<file path="src/rtl/seg7_scan_pkg.sv">
// Shared constants and FSM state type for the seven-segment digit scanner.
package seg7_scan_pkg;

  localparam int SEG7_NDIG     = 8;
  localparam int SEG7_SLOT_CYC = 50000;
  localparam int SEG7_DEAD_CYC = 16;

  typedef enum logic {
    ST_BLANK = 1'b0,
    ST_SHOW  = 1'b1
  } seg7_state_e;

endpackage

</file>
<file path="src/rtl/seg7_slot_timer.sv">
// Slot/digit timer for seg7_scan: cnt runs 0..SLOT_CYC-1 per digit, idx walks the digits.
//   state    | meaning
//   ST_BLANK | first DEAD_CYC cycles of a slot, all anodes off
//   ST_SHOW  | remainder of the slot, current digit enabled
module seg7_slot_timer
  import seg7_scan_pkg::*;
#(
  parameter int NDIG     = SEG7_NDIG,
  parameter int SLOT_CYC = SEG7_SLOT_CYC,
  parameter int DEAD_CYC = SEG7_DEAD_CYC
) (
  input  logic        clk,
  input  logic        rst_n,
  output logic [2:0]  idx_o,
  output logic        slot_wrap_o,
  output logic        frame_wrap_o,
  output seg7_state_e state_o
);

  localparam int CW = $clog2(SLOT_CYC);
  localparam logic [CW-1:0] CNT_LAST = CW'(SLOT_CYC - 1);
  localparam logic [CW-1:0] CNT_DEAD = CW'(DEAD_CYC);
  localparam logic [2:0]    IDX_LAST = 3'(NDIG - 1);

  logic [CW-1:0] cnt_q, cnt_d;
  logic [2:0]    idx_q, idx_d;
  seg7_state_e   state_q, state_d;
  logic          slot_wrap, frame_wrap;

  assign slot_wrap  = (cnt_q == CNT_LAST);
  assign frame_wrap = slot_wrap && (idx_q == IDX_LAST);

  always_comb begin
    cnt_d = slot_wrap ? '0 : cnt_q + CW'(1);
    idx_d = idx_q;
    if (slot_wrap) idx_d = frame_wrap ? 3'd0 : idx_q + 3'd1;
  end

  always_ff @(posedge clk or negedge rst_n) begin
    if (!rst_n) begin
      cnt_q   <= '0;
      idx_q   <= 3'd0;
      state_q <= ST_BLANK;
    end else begin
      cnt_q   <= cnt_d;
      idx_q   <= idx_d;
      state_q <= state_d;
    end
  end

  // With DEAD_CYC==0 there is no blank window, so SHOW persists across slot wraps.
  always_comb begin
    state_d = state_q;
    case (state_q)
      ST_BLANK: if (cnt_d == CNT_DEAD) state_d = ST_SHOW;
      ST_SHOW:  if (slot_wrap && (DEAD_CYC != 0)) state_d = ST_BLANK;
      default:  state_d = ST_BLANK;
    endcase
  end

  always_comb begin
    idx_o        = idx_q;
    state_o      = state_q;
    slot_wrap_o  = slot_wrap;
    frame_wrap_o = frame_wrap;
  end

endmodule

</file>
<file path="src/rtl/seg7_scan.sv">
// Multiplexed hex display scanner: shadow/display registers and registered digit outputs.
// Define SEG7_LZB_EN to compile in leading-zero blanking of the anode enables.
module seg7_scan
  import seg7_scan_pkg::*;
#(
  parameter int NDIG     = SEG7_NDIG,
  parameter int SLOT_CYC = SEG7_SLOT_CYC,
  parameter int DEAD_CYC = SEG7_DEAD_CYC
) (
  input  logic        clk,
  input  logic        rst_n,
  input  logic [31:0] data_i,
  input  logic        load_i,
  output logic [3:0]  dig_o,
  output logic [7:0]  an_o,
  output logic        frame_o
);

  logic [31:0] shadow_q, shadow_d;
  logic [31:0] disp_q, disp_d;
  logic [3:0]  dig_q, dig_d;
  logic [7:0]  an_q, an_d;
  logic        frame_q, frame_d;

  logic [2:0]  idx;
  logic        slot_wrap_unused;
  logic        frame_wrap;
  seg7_state_e state;
  logic [7:0]  digit_en;

  seg7_slot_timer #(
    .NDIG     (NDIG),
    .SLOT_CYC (SLOT_CYC),
    .DEAD_CYC (DEAD_CYC)
  ) u_timer (
    .clk          (clk),
    .rst_n        (rst_n),
    .idx_o        (idx),
    .slot_wrap_o  (slot_wrap_unused),
    .frame_wrap_o (frame_wrap),
    .state_o      (state)
  );

`ifdef SEG7_LZB_EN
  // Enable every digit up to the most significant nonzero nibble; digit 0 always on.
  always_comb begin
    digit_en = 8'h01;
    for (int k = 1; k < NDIG; k++) begin
      if (disp_q[4*k +: 4] != 4'h0) digit_en = 8'((1 << (k + 1)) - 1);
    end
  end
`else
  assign digit_en = 8'hFF;
`endif

  // disp only reloads on the frame wrap so a frame never mixes two values.
  always_comb begin
    shadow_d = load_i ? data_i : shadow_q;
    disp_d   = frame_wrap ? shadow_q : disp_q;
  end

  always_comb begin
    an_d    = 8'hFF;
    if ((state == ST_SHOW) && digit_en[idx]) an_d[idx] = 1'b0;
    dig_d   = disp_q[{idx, 2'b00} +: 4];
    frame_d = frame_wrap;
  end

  always_ff @(posedge clk or negedge rst_n) begin
    if (!rst_n) begin
      shadow_q <= '0;
      disp_q   <= '0;
      dig_q    <= 4'h0;
      an_q     <= 8'hFF;
      frame_q  <= 1'b0;
    end else begin
      shadow_q <= shadow_d;
      disp_q   <= disp_d;
      dig_q    <= dig_d;
      an_q     <= an_d;
      frame_q  <= frame_d;
    end
  end

  assign dig_o   = dig_q;
  assign an_o    = an_q;
  assign frame_o = frame_q;

endmodule
</file>
<file path="config.mk">
export PLATFORM = sky130hd
export DESIGN_NAME = seg7_scan
export DESIGN_NICKNAME = d
export VERILOG_FILES = /design/src/rtl/seg7_scan_pkg.sv /design/src/rtl/seg7_slot_timer.sv /design/src/rtl/seg7_scan.sv
export SDC_FILE = /design/constraint.sdc
export NUM_CORES = 1
export LEC_CHECK = 0
export ABC_AREA = 1
export CAP_MARGIN = 20
export CORE_MARGIN = 5
export CORE_UTILIZATION = 35
export CTS_BUF_LIST = sky130_fd_sc_hd__clkbuf_4
export DETAILED_ROUTE_END_ITERATION = 10
export GPL_TIMING_DRIVEN = 0
export PLACE_DENSITY_LB_ADDON = 0.15
export RECOVER_POWER = 100
export SYNTH_ARGS = -nofsm -noshare
export SYNTH_HDL_FRONTEND = slang
export SYNTH_SLANG_ARGS = --single-unit
</file>
<file path="constraint.sdc">
create_clock -name clk -period 1.9 [get_ports clk]
set_input_delay 0.38 -clock clk [delete_from_list [all_inputs] [get_ports clk]]
set_output_delay 0.38 -clock clk [all_outputs]
set_load 0.01 [all_outputs]
</file>
Word level (Yosys, flattened, before mapping)
Memories as Yosys holds them, arrays and structs flattened.
Cells that the tools add are included.
Cells by class
  equality and inequality tests: 3
  bitwise operators: 2
  order comparisons: 2
  reductions and logical operators: 3
  shift-type cells: 1
  $add $sub $neg: 2
  multiplexer cells: 9
Operators by type and width (number)
  32-bit by 6-bit indexed part select with 4-bit output: 1
  16-bit by 1-bit adder with 16-bit output, second input constant: 1
  16-bit == test, second input constant: 1
  16-bit by 5-bit == test with 1-bit output, second input constant: 1
  16-bit 2-to-1 mux: 1
  8-bit 2-to-1 mux: 1
  8-bit NOT: 1
  3-bit by 4-bit < comparator with 1-bit output, second input constant: 1
  1-bit 2-to-1 mux: 4
  3-bit by 1-bit adder with 3-bit output, second input constant: 1
  1-bit demux with 3-bit select: 1
  3-bit == test, second input constant: 1
  3-bit by 1-bit greater-or-equal comparator with 1-bit output, second input constant: 1
  1-bit logical AND: 3
  3-bit 2-to-1 mux: 1
  1-bit one-hot mux with 2 select lines: 1
  1-bit NOT: 1
Word-level totals
  ROM bits: 8
  output and inout bits: 13
  bits of input ports: 35
  register bits after elaboration: 97
  memories: 1
Memories
  (no name shown): depth 8, width 1, rd ports 1, clocked after Yosys merged registers in 0, write ports 0, RTL line seg7_scan.sv:64  | if ((state == ST_SHOW) && digit_en[idx]) an_d[idx] = 1'b0;

Depth between registers and ports, before layout
  depth after elaboration: 6
  gate-level depth with buffers: 12
  gate-level depth less buffers: 12

Cells and area by module
From an unflattened synthesis, not the netlist that was laid out.
Second synthesis, totals
  cells, all modules: 508
  area, all modules: 4364.2 um^2
By module, submodules not included
  seg7_scan: cells each 339, area an instance 3158.0 um^2, sequential area each 1936.9 um^2, instances 1
  seg7_slot_timer: cells each 169, area an instance 1206.2 um^2, sequential area each 500.5 um^2, instances 1

Least setup slack after synthesis
Ideal clock, no wire load.
  path type: reg-to-reg
  from: register u_timer.cnt_q[0]
  to: register disp_q[29]
  arrival: 1.344 ns
  buffers on the path: 2
  clock period less this slack: 1.474 ns
  path slack: 0.426 ns
  library setup time: 0.130 ns
  stages on the path, launching flop included: 9
  path through: dfrtp_1 -> ha_1 -> nand3_4 -> nor2_2 -> nand3_2 -> buf_6 -> buf_6 -> nand2_1 -> o21ai_1
Between the ends
  word-level cells in the longest chain between the ends: 2
Ends and longest elaborated chain
  start: declaration: RTL line seg7_slot_timer.sv:25  | logic [CW-1:0] cnt_q, cnt_d;
  start signal: assignment: RTL line seg7_slot_timer.sv:45  | cnt_q <= cnt_d;
  16-bit == test: RTL line seg7_slot_timer.sv:30  | assign slot_wrap = (cnt_q == CNT_LAST);
  1-bit logical AND: RTL line seg7_slot_timer.sv:31  | assign frame_wrap = slot_wrap && (idx_q == IDX_LAST);
  end signal: assignment: RTL line seg7_scan.sv:78  | disp_q <= disp_d;
  end: declaration: RTL line seg7_scan.sv:20  | logic [31:0] disp_q, disp_d;
Every way passes these cells.
A chain may end at the register's enable or synchronous reset.

Final worst setup path
  from: register dig_q[1] (netlist: dig_o[1])
  to: output port dig_o[1]
RTL lines
  start: declaration: RTL line seg7_scan.sv:21  | logic [3:0] dig_q, dig_d;
  start signal: assignment: RTL line seg7_scan.sv:79  | dig_q <= dig_d;
  end: declaration: RTL line seg7_scan.sv:14  | output logic [3:0] dig_o,
No word-level cell between the ends.

==> flow_summary_export.csv <==
group,metric,value,unit
cells_and_area,nFillCells,1300,
clocking,clock_latency,0.47,ns
worst_hold_path,min_path_type,"input pin to register",
synth,synthMostInstantiatedCell,"nand2_1",
clocking,path_clk_slew,0.15,ns
synth,ys_ff_latch,97,
global_routing,grt_pass1_vias,3434,
synth,syn_nets,537,
timing,slew_violations,0,
outcome,status,"complete, no violations",
route,drt-initial-drc-count,148,
synth,synth_top_area_share,51.0,%
worst_hold_path,worst_hold_startpoint,"load_i",
synth,yosysWarnings,0,
synth,synth_top_area_cell,"dfrtp_1",
power_and_ir_drop,leakagePower,2.55,nW
placed_design,hpwl,7160,um
timing,fin_crit,1.82,ns
route,wl_met3,360,um
floorplanning,die_h,122,um
cells_and_area,antenna_cells,0,
setup_path,slowest_delay,0.60,ns
setup_path,ff2ff_setup_slack,0.17,ns
synth,synthCells,499,
route,first_pass_iters,4,
setup_path,cp_num_buf_inv,1,
floorplanning,die_x,122,um
timing,fin_crit_sh,95.6,%
setup_path,cp_slowest_cell,"dlygate4sd3_1",
floorplanning,start_util,36.1,%
power_and_ir_drop,power_density,659,nW/um2
clocking,cts_setup_buffers,0,
timing,clock_skew,0.0211,ns
setup_path,rr_endpoint,"disp_q[6]",
floorplanning,coreArea,12100,um2
route,num_vias,3324,
route,wl_met2,4230,um
clocking,cts.htree.levels,3,
setup_path,cp.arrival,1.44,ns
worst_hold_path,min_path_cells,2,
setup_path,timing.critical_path.cells,"dlygate4sd3_1",
clocking,cts-root-buf,"clkbuf_4",
timing,fmax,0.550,GHz
synth,yosys.cell_types.count,31,
run,drv_cap,0,
floorplanning,die_area,14800,um2
global_routing,grt_max_degree,62,
setup_path,cp-end-kind,"output port",
synth,synth_area,4370,um2
clocking,cts_tree,"done",
setup_path,path_max_fanout,1,
synth,synth_area_leaders,"dfrtp_1 51%, nand2_1 11%, inv_1 6.4%",
timing,whs,0.372,ns
clocking,numCtsBuffers,9,
setup_path,start_kind,"register",
setup_path,crit_start,"dig_o[1]",
setup_path,crit_family,"buffers and inverters",
route,routed_wl,9600,um
synth,avgSynthCellArea,8.75,um2
global_routing,antenna_found_initial,0,
synth,synthTopCellsByCount,"132 x nand2_1, 89 x dfrtp_1, 74 x inv_1",
cells_and_area,syn2layout_area_growth,17.3,%
clocking,clockBufferDepth,2,
timing,rsz0062_at_grt,"no",
setup_path,criticalPathCategory,"register to output port",
route,routed.top_layer,"met4",
route,m1WireLength,4830,um
synth,async_flop_share,100,%
setup_path,timing.rr.start,"u_timer.cnt_q[0]",
synth,yosysSeqAreaShare,55.8,%
synth,synth_edf_count,0,
timing,setup_viol,0,
timing,hold_viol,0,
timing,finalSetupTns,0,ns
setup_path,r2r_cells,8,
clocking,cts.sinks,97,
timing,relSlewSlack,37.8,%
power_and_ir_drop,peakVddDrop,0.000378,V
worst_hold_path,whs_endpoint,"shadow_q[23]",
floorplanning,rows,40,
route,postRouteAntennaNets,0,
route,vias_per_cell,4.55,
floorplanning,boundaryPins,48,
synth,synthFlopType,"dfrtp_1",
placed_design,io_buffer_count,46,
global_routing,groute.usage.overall,14.4,%
timing,tightest_slew,0.933,ns
placed_design,place_congestion,0.825,
cells_and_area,drive_gt1_share,11.9,%
setup_path,required,1.52,ns
route,drc_errors,0,
global_routing,grt_pass1_wl,16700,um
route,wl_per_cell,13.1,um
cells_and_area,nets,596,
global_routing,overflow,0,
-- worst max-delay path by stage --
stage,endpoint,cells past startpoint,slack [ns]
6_report,dig_o[1],1,0.08
5_1_grt,u_timer.state_o,12,0.008
4_1_cts,dig_o[3],1,0.11
3_5_place_dp,u_timer.state_o,11,0.16
3_3_place_gp,shadow_q[10],1,-3.21
2_1_floorplan,disp_q[29],8,0.43
-- state kept, by name (all words and copies together) (netlist names) --
name and flops:
dig_o 4, an_o 8, shadow_q 32, frame_o 1, u_timer.idx_o 3, u_timer.cnt_q 16
disp_q 32, u_timer.state_o 1
-- area by class of cell --
cell class	instances	area, um2	share of cell area [%]
clock buffers	10	75.1	1.47
repair buffers	48	467	9.11
well taps	168	210	4.10
flip-flops and latches	97	2440	47.6
plain buffers	17	97.6	1.90
multi-input cells	307	1500	29.3
clock inverters	6	42.5	0.830
inverters	78	293	5.71
-- metal layers --
metal	vias up	GRT usage (%)
met3	13	3.02
met2	61	21.5
met5	-	0
met1	1573	20.4
met4	0	6.09
li1	1677	-
-- cells in the final DEF (no fill, tap or decap), types with 8 or more instances in the layout --
master           Yosys  routed
nor2_1              41      44
o21ai_2             23      16
inv_1               74      76
clkbuf_4             0      11
dfstp_2              8       8
nand2_1            132     132
dfrtp_1             89      89
dlygate4sd2_1        0       8
nand3_1             15      15
clkbuf_1            10       9
clkdlybuf4s50_1      0      35
o21ai_0             46      57
-- kinds of logic after synthesis --
| kind of cell | count (synthesis) | synth area share, % |
|---|---|---|
| simple gates | 214 | 21.1 |
| flops | 97 | 55.8 |
| compound gates | 88 | 12.6 |
| buf+inv | 95 | 9.23 |
| fa+ha+maj | 3 | 0.860 |
| xor+xnor | 2 | 0.401 |
-- where the power goes --
part / switching, W / total (W) / internal, W
Sequential: 0.0000138 / 0.00214 / 0.00213
Combinational: 0.000128 / 0.000219 / 0.0000912
Clock: 0.000729 / 0.00102 / 0.000292
Total: 0.000870 / 0.00338 / 0.00251
-- through the flow --
stage	power (W)	instance area, um2	utilization (%)	setup WS [ns]	cells
6_report	0.00338	5120	42.3	0.0831	731
5_1_grt	0.00356	5120	42.3	0.00818	731
4_1_cts	0.00344	5180	42.8	0.107	731
3_5_place_dp	0.00241	5060	41.8	0.160	714
3_3_place_gp	0.00240	5040	41.6	-3.21	713
2_1_floorplan	0.00226	4370	-	0.426	499
-- what timing repair did --
item | in CTS | in global routing
resized for setup | 8 | 4
hold buffers | 1 | 0
setup endpoints to repair | 8 | 3
hold endpoints to repair | 36 | 0
(Power assumes the default switching activity.)
